===== config.mk =====
export PLATFORM = sky130hd
export DESIGN_NAME = hazard_issue_sched
export DESIGN_NICKNAME = d
export VERILOG_FILES = /design/src/rtl/hazard_issue_sched.sv
export SDC_FILE = /design/constraint.sdc
export NUM_CORES = 1
export LEC_CHECK = 0
export ABC_AREA = 0
export BUFFER_PORTS_ARGS = -buffer_cell sky130_fd_sc_hd__buf_2
export CORE_MARGIN = 2
export CORE_UTILIZATION = 40
export DETAILED_ROUTE_END_ITERATION = 12
export GPL_ROUTABILITY_DRIVEN = 0
export SETUP_SLACK_MARGIN = 0.3
export SKIP_LAST_GASP = 1
export SYNTH_ARGS = -nofsm -noshare
export SYNTH_HDL_FRONTEND = slang
export SYNTH_SLANG_ARGS = --single-unit

===== constraint.sdc =====
create_clock -name clk -period 2.5 [get_ports clk]
set_input_delay 0.25 -clock clk [delete_from_list [all_inputs] [get_ports clk]]
set_output_delay 0.25 -clock clk [all_outputs]
set_load 0.01 [all_outputs]

===== src/rtl/hazard_issue_sched.sv =====
// Issue scheduler for the 4-stage in-order pipeline with one shared multi-cycle multiplier.
// Decides issue/stall/flush and registers the EX operand forwarding selects.
//
// state    | meaning
// ---------+--------------------------------------------------------------
// RUN      | normal issue; hazards evaluated against EX/MEM/mul tracking
// LU_STALL | one bubble inserted behind a load; re-evaluates as RUN
// MUL_WAIT | ID instruction held until multiplier completion or free slot
module hazard_issue_sched #(
  parameter int REG_AW  = 5,
  parameter int MUL_LAT = 3
) (
  input  logic              clk,
  input  logic              rst_n,
  input  logic              id_valid,
  input  logic [REG_AW-1:0] id_rs1,
  input  logic [REG_AW-1:0] id_rs2,
  input  logic              id_use1,
  input  logic              id_use2,
  input  logic [REG_AW-1:0] id_rd,
  input  logic              id_we,
  input  logic              id_load,
  input  logic              id_mul,
  input  logic              ex_mispredict,
  output logic              pc_en,
  output logic              ifid_en,
  output logic              issue,
  output logic              flush,
  output logic [1:0]        fwd1,
  output logic [1:0]        fwd2,
  output logic              mul_busy
);

  localparam logic [1:0] S_RUN      = 2'd0;
  localparam logic [1:0] S_LU_STALL = 2'd1;
  localparam logic [1:0] S_MUL_WAIT = 2'd2;

  localparam logic [1:0] F_RF  = 2'b00;
  localparam logic [1:0] F_EX  = 2'b01;
  localparam logic [1:0] F_MEM = 2'b10;
  localparam logic [1:0] F_MUL = 2'b11;

  localparam logic [3:0] MUL_LAT_C = 4'(MUL_LAT);

  logic [1:0]        state, state_nx;

  logic              ex_v, ex_we, ex_ld;
  logic [REG_AW-1:0] ex_rd;
  logic              mem_v, mem_we, mem_ld;
  logic [REG_AW-1:0] mem_rd;

  logic [3:0]        mul_cnt;
  logic              pend_v;
  logic [REG_AW-1:0] pend_rd;

  logic [1:0]        fwd1_q, fwd2_q;

  logic issue_c, pc_en_c, ifid_en_c, flush_c;
  logic mul_done, busy_raw;
  logic ex_hit1, ex_hit2, mem_hit1, mem_hit2, mul_hit1, mul_hit2;
  logic lu_haz, mul_haz, do_issue;
  logic [1:0] sel1, sel2;

  function automatic logic reg_hit(input logic use_s, input logic [REG_AW-1:0] rs,
                                   input logic v, input logic we, input logic [REG_AW-1:0] rd);
    return use_s && (rs != '0) && v && we && (rd == rs);
  endfunction

  function automatic logic [1:0] fwd_sel(input logic ex_h, input logic mem_h,
                                         input logic mul_h, input logic done);
    if (ex_h)              return F_EX;
    else if (mem_h)        return F_MEM;
    else if (mul_h && done) return F_MUL;
    else                   return F_RF;
  endfunction

  assign busy_raw = (mul_cnt != 4'd0);
  assign mul_done = (mul_cnt == 4'd1);

  assign ex_hit1  = reg_hit(id_use1, id_rs1, ex_v,  ex_we,  ex_rd);
  assign ex_hit2  = reg_hit(id_use2, id_rs2, ex_v,  ex_we,  ex_rd);
  assign mem_hit1 = reg_hit(id_use1, id_rs1, mem_v, mem_we, mem_rd);
  assign mem_hit2 = reg_hit(id_use2, id_rs2, mem_v, mem_we, mem_rd);
  assign mul_hit1 = reg_hit(id_use1, id_rs1, pend_v, busy_raw, pend_rd);
  assign mul_hit2 = reg_hit(id_use2, id_rs2, pend_v, busy_raw, pend_rd);

  assign lu_haz  = id_valid && ex_ld && (ex_hit1 || ex_hit2);
  // A mul result is consumable (and the unit reusable) in its completion cycle.
  assign mul_haz = id_valid && !mul_done &&
                   ((id_mul && busy_raw) || mul_hit1 || mul_hit2);

  assign sel1 = fwd_sel(ex_hit1, mem_hit1, mul_hit1, mul_done);
  assign sel2 = fwd_sel(ex_hit2, mem_hit2, mul_hit2, mul_done);

  always_comb begin
    issue_c   = 1'b0;
    pc_en_c   = 1'b0;
    ifid_en_c = 1'b0;
    flush_c   = 1'b0;
    state_nx  = state;
    if (ex_mispredict) begin
      flush_c   = 1'b1;
      pc_en_c   = 1'b1;
      ifid_en_c = 1'b1;
      state_nx  = S_RUN;
    end else begin
      case (state)
        S_RUN, S_LU_STALL, S_MUL_WAIT: begin
          if (mul_haz) begin
            state_nx = S_MUL_WAIT;
          end else if (lu_haz) begin
            state_nx = S_LU_STALL;
          end else begin
            issue_c   = 1'b1;
            pc_en_c   = 1'b1;
            ifid_en_c = 1'b1;
            state_nx  = S_RUN;
          end
        end
        default: state_nx = S_RUN;
      endcase
    end
  end

  assign do_issue = issue_c && id_valid;

  always_ff @(posedge clk) begin
    if (!rst_n) begin
      state   <= S_RUN;
      ex_v    <= 1'b0;
      ex_we   <= 1'b0;
      ex_ld   <= 1'b0;
      ex_rd   <= '0;
      mem_v   <= 1'b0;
      mem_we  <= 1'b0;
      mem_ld  <= 1'b0;
      mem_rd  <= '0;
      mul_cnt <= 4'd0;
      pend_v  <= 1'b0;
      pend_rd <= '0;
      fwd1_q  <= F_RF;
      fwd2_q  <= F_RF;
    end else begin
      state  <= state_nx;
      mem_v  <= ex_v;
      mem_we <= ex_we;
      mem_ld <= ex_ld;
      mem_rd <= ex_rd;
      // Mul results bypass the EX/MEM path, so a mul never counts as an EX/MEM writer.
      ex_v   <= do_issue;
      ex_we  <= id_we && !id_mul;
      ex_ld  <= id_load;
      ex_rd  <= id_rd;
      fwd1_q <= do_issue ? sel1 : F_RF;
      fwd2_q <= do_issue ? sel2 : F_RF;
      if (do_issue && id_mul) begin
        mul_cnt <= MUL_LAT_C;
        pend_v  <= id_we && (id_rd != '0);
        pend_rd <= id_rd;
      end else begin
        if (busy_raw) mul_cnt <= mul_cnt - 4'd1;
        if (mul_done) pend_v <= 1'b0;
      end
    end
  end

  // Outputs are held low while reset is asserted.
  assign issue    = rst_n && issue_c;
  assign pc_en    = rst_n && pc_en_c;
  assign ifid_en  = rst_n && ifid_en_c;
  assign flush    = rst_n && flush_c;
  assign mul_busy = rst_n && busy_raw;
  assign fwd1     = fwd1_q;
  assign fwd2     = fwd2_q;

endmodule


==> reports/metrics.yaml <==
core_area_um2: 3740
final_layout_size_suffix_gt1_frac: 0.332
clk_path_buf_depth: 2
rows: 22
n_fill_cell: 356
maxCapViolCount: 0
port_buffers: 32
final_cells: 262
syn_inst: 173
crit_required_ns: 2.25
cts.sinks: 31
vias: 1336
p_leak_nw: 0.845
dp_hpwl_mm: 2.82
syn_nets: 200
synth.area.top_cells: "dfxtp_1, xnor2_1, nand2_1"
diodes: 0
drt-initial-drc-count: 100
power.density_nw_per_um2: 732
status: "completed"
grt_pass1_wl_mm: 6.22
clock_latency_ns: 0.29
dieWidth_um: 67.3
syn_to_final_growth_pct: 31.5
drc: 0
clk_pin_slew_ns: 0.06
worst_clock_skew_ns: 0.00569
final_cell_mix: "dfxtp_1, buf_2, xnor2_1, nand2_1, and2_1"
slew_headroom: 0.695
place_inst: 250
grt_max_degree: 27
peakVddDrop_v: 0.000532
start_util: 0.428
ios: 33
cts_tree: "done"
synth_seq_cells: 31
fin_crit_sh: 0.857
overflow: 0
die_height_um: 67.3
critPathLaunchType: "input port"
cts_root_buf: "clkbuf_8"
synth_top_area_frac: 0.388
rsz0062_at_grt: "yes"
period_minus_slack_ns: 2.14
synth_top_cell_by_area: "dfxtp_1"
worst-path-max-fanout: 4
final_hold_viol_count: 0
fin_util: 0.563
drt_wl_total_mm: 3.74
hold_path.class: "input port to flip-flop"
postCtsHoldBufs: 0
antenna_found_initial: 0
gr-usage-all-layers: 0.187
netlist_area_um2: 1600
arrival_ns: 1.89
ant_nets: 0
firstDrtPassIters: 4
worstMarginPinSlew_ns: 0.456
critPathKind: "input port to output pin"
cts_made_buffers: 5
ys_warn_count: 0
grt_pass1_vias: 1350
synth_cell_types: 32
cp-end-kind: "output pin"
drv_slew: 0
setup_viol: 0
setup-tns-final_ns: 0
wire_per_inst_um: 14.3
final_common_cell: "dfxtp_1"
dieArea_um2: 4530
nets: 240
ctsHtreeMaxLevel: 2
synth_area_per_cell_um2: 9.26
synth_seq_area_share: 0.387
fmax_mhz: 467
vias_per_cell: 5.10
-- cell usage after synthesis --
cell	n
o21ai_1	1
nand3_1	6
o21a_1	2
nor3b_1	3
a2111oi_4	2
nor3_2	1
buf_6	1
dfxtp_1	31
a21oi_1	6
nand2_1	22
or4_2	1
ha_1	3
and2_1	11
clkbuf_1	3
xor2_1	6
or4_1	4
or3_1	1
o31ai_1	1
and2_2	1
nor4_1	2
o211ai_1	1
xnor2_1	26
buf_4	1
nor3_1	6
mux2i_1	6
or2_2	2
inv_1	9
nand3b_4	1
nor2_1	6
o211ai_2	1
nand4_1	4
o21ai_2	2
-- state kept, by name, summed over array words and instances, names as in the netlist --
name,cells
fwd1,2
fwd2,2
mem_v,1
pend_rd,5
state,2
ex_rd,5
mul_cnt,4
pend_v,1
ex_v,1
mem_we,1
mem_rd,5
ex_ld,1
ex_we,1
-- logic make-up (layout without fill, tap and decap cells) --
kind of cell,count (synthesis),in the layout,share of synthesized area
and+or+nand+nor,71,71,0.243
xor gates and xnor gates,32,32,0.175
AOI/OAI and AO/OA,16,16,0.0937
buffers and inverters,14,55,0.0398
adders and majority gates,3,3,0.0234
DFF,31,31,0.388
muxes,6,6,0.0375
-- final cells by class --
cell class | instances | area, um2 | share of cell area
inverter | 9 | 33.8 | 0.0160
tap | 48 | 60.1 | 0.0285
clock buffer | 6 | 82.6 | 0.0392
sequential | 31 | 623 | 0.296
multi-input combinational | 128 | 1030 | 0.491
clock inverter | 2 | 35.0 | 0.0166
timing repair buffer | 38 | 236 | 0.112
-- worst paths after layout --
path	startpoint	endpoint	slack [ns]	depth (start not counted)
worst max-delay path	id_rs2[4]	ifid_en	0.36	8
worst min-delay path	id_load	ex_ld$_SDFF_PN0_	0.17	2
worst max register to register	mem_rd[4]$_SDFF_PN0_	fwd1[1]$_SDFF_PP0_	0.64	4
worst min register to register	ex_v$_SDFF_PN0_	mem_v$_SDFF_PN0_	0.50	1
-- critical path, cell delays in order --
cell     delay, ns
buf_8         0.09
or4_4         0.53
o21ai_4       0.22
nor3_4        0.09
o21ai_2       0.20
nor2_2        0.09
o31ai_4       0.25
buf_2         0.16
-- power by group --
group / internal (W) / leakage (nW) / switching [W] / total, W
combinational: 0.000206 / 0.529 / 0.000245 / 0.000450
clock: 0.000322 / 0.0612 / 0.000184 / 0.000506
sequential: 0.000545 / 0.254 / 0.0000397 / 0.000585
total: 0.00107 / 0.845 / 0.000469 / 0.00154
-- metrics by stage --
| stage | setup WS (ns) | cell area (um2) | hold WS, ns | power, W |
|---|---|---|---|---|
| floorplan | 0.389 | 1610 | 0.322 | 0.000883 |
| global placement | 0.268 | 1810 | 0.456 | 0.000967 |
| detailed placement | 0.192 | 1810 | 0.469 | 0.000985 |
| CTS | 0.224 | 2030 | 0.168 | 0.00152 |
| global route | 0.282 | 2110 | 0.186 | 0.00163 |
| finish | 0.359 | 2110 | 0.169 | 0.00154 |
-- metal layers --
| layer | vias up | global-route usage | routed length (um) |
|---|---|---|---|
| li1 | 661 | - | - |
| met1 | 635 | 0.228 | 1710 |
| met2 | 36 | 0.312 | 1800 |
| met3 | 4 | 0.0400 | 194 |
| met4 | 0 | 0.0944 | 32 |
| met5 | - | 0 | 0 |
-- what timing repair did --
action / CTS / global route
pin swaps: 10 / 13
buffers inserted: 2 / 2
gates resized for setup: 19 / 13
endpoints found under the setup margin: 3 / 3
No activity file was read; power rests on OpenSTA's default activity.
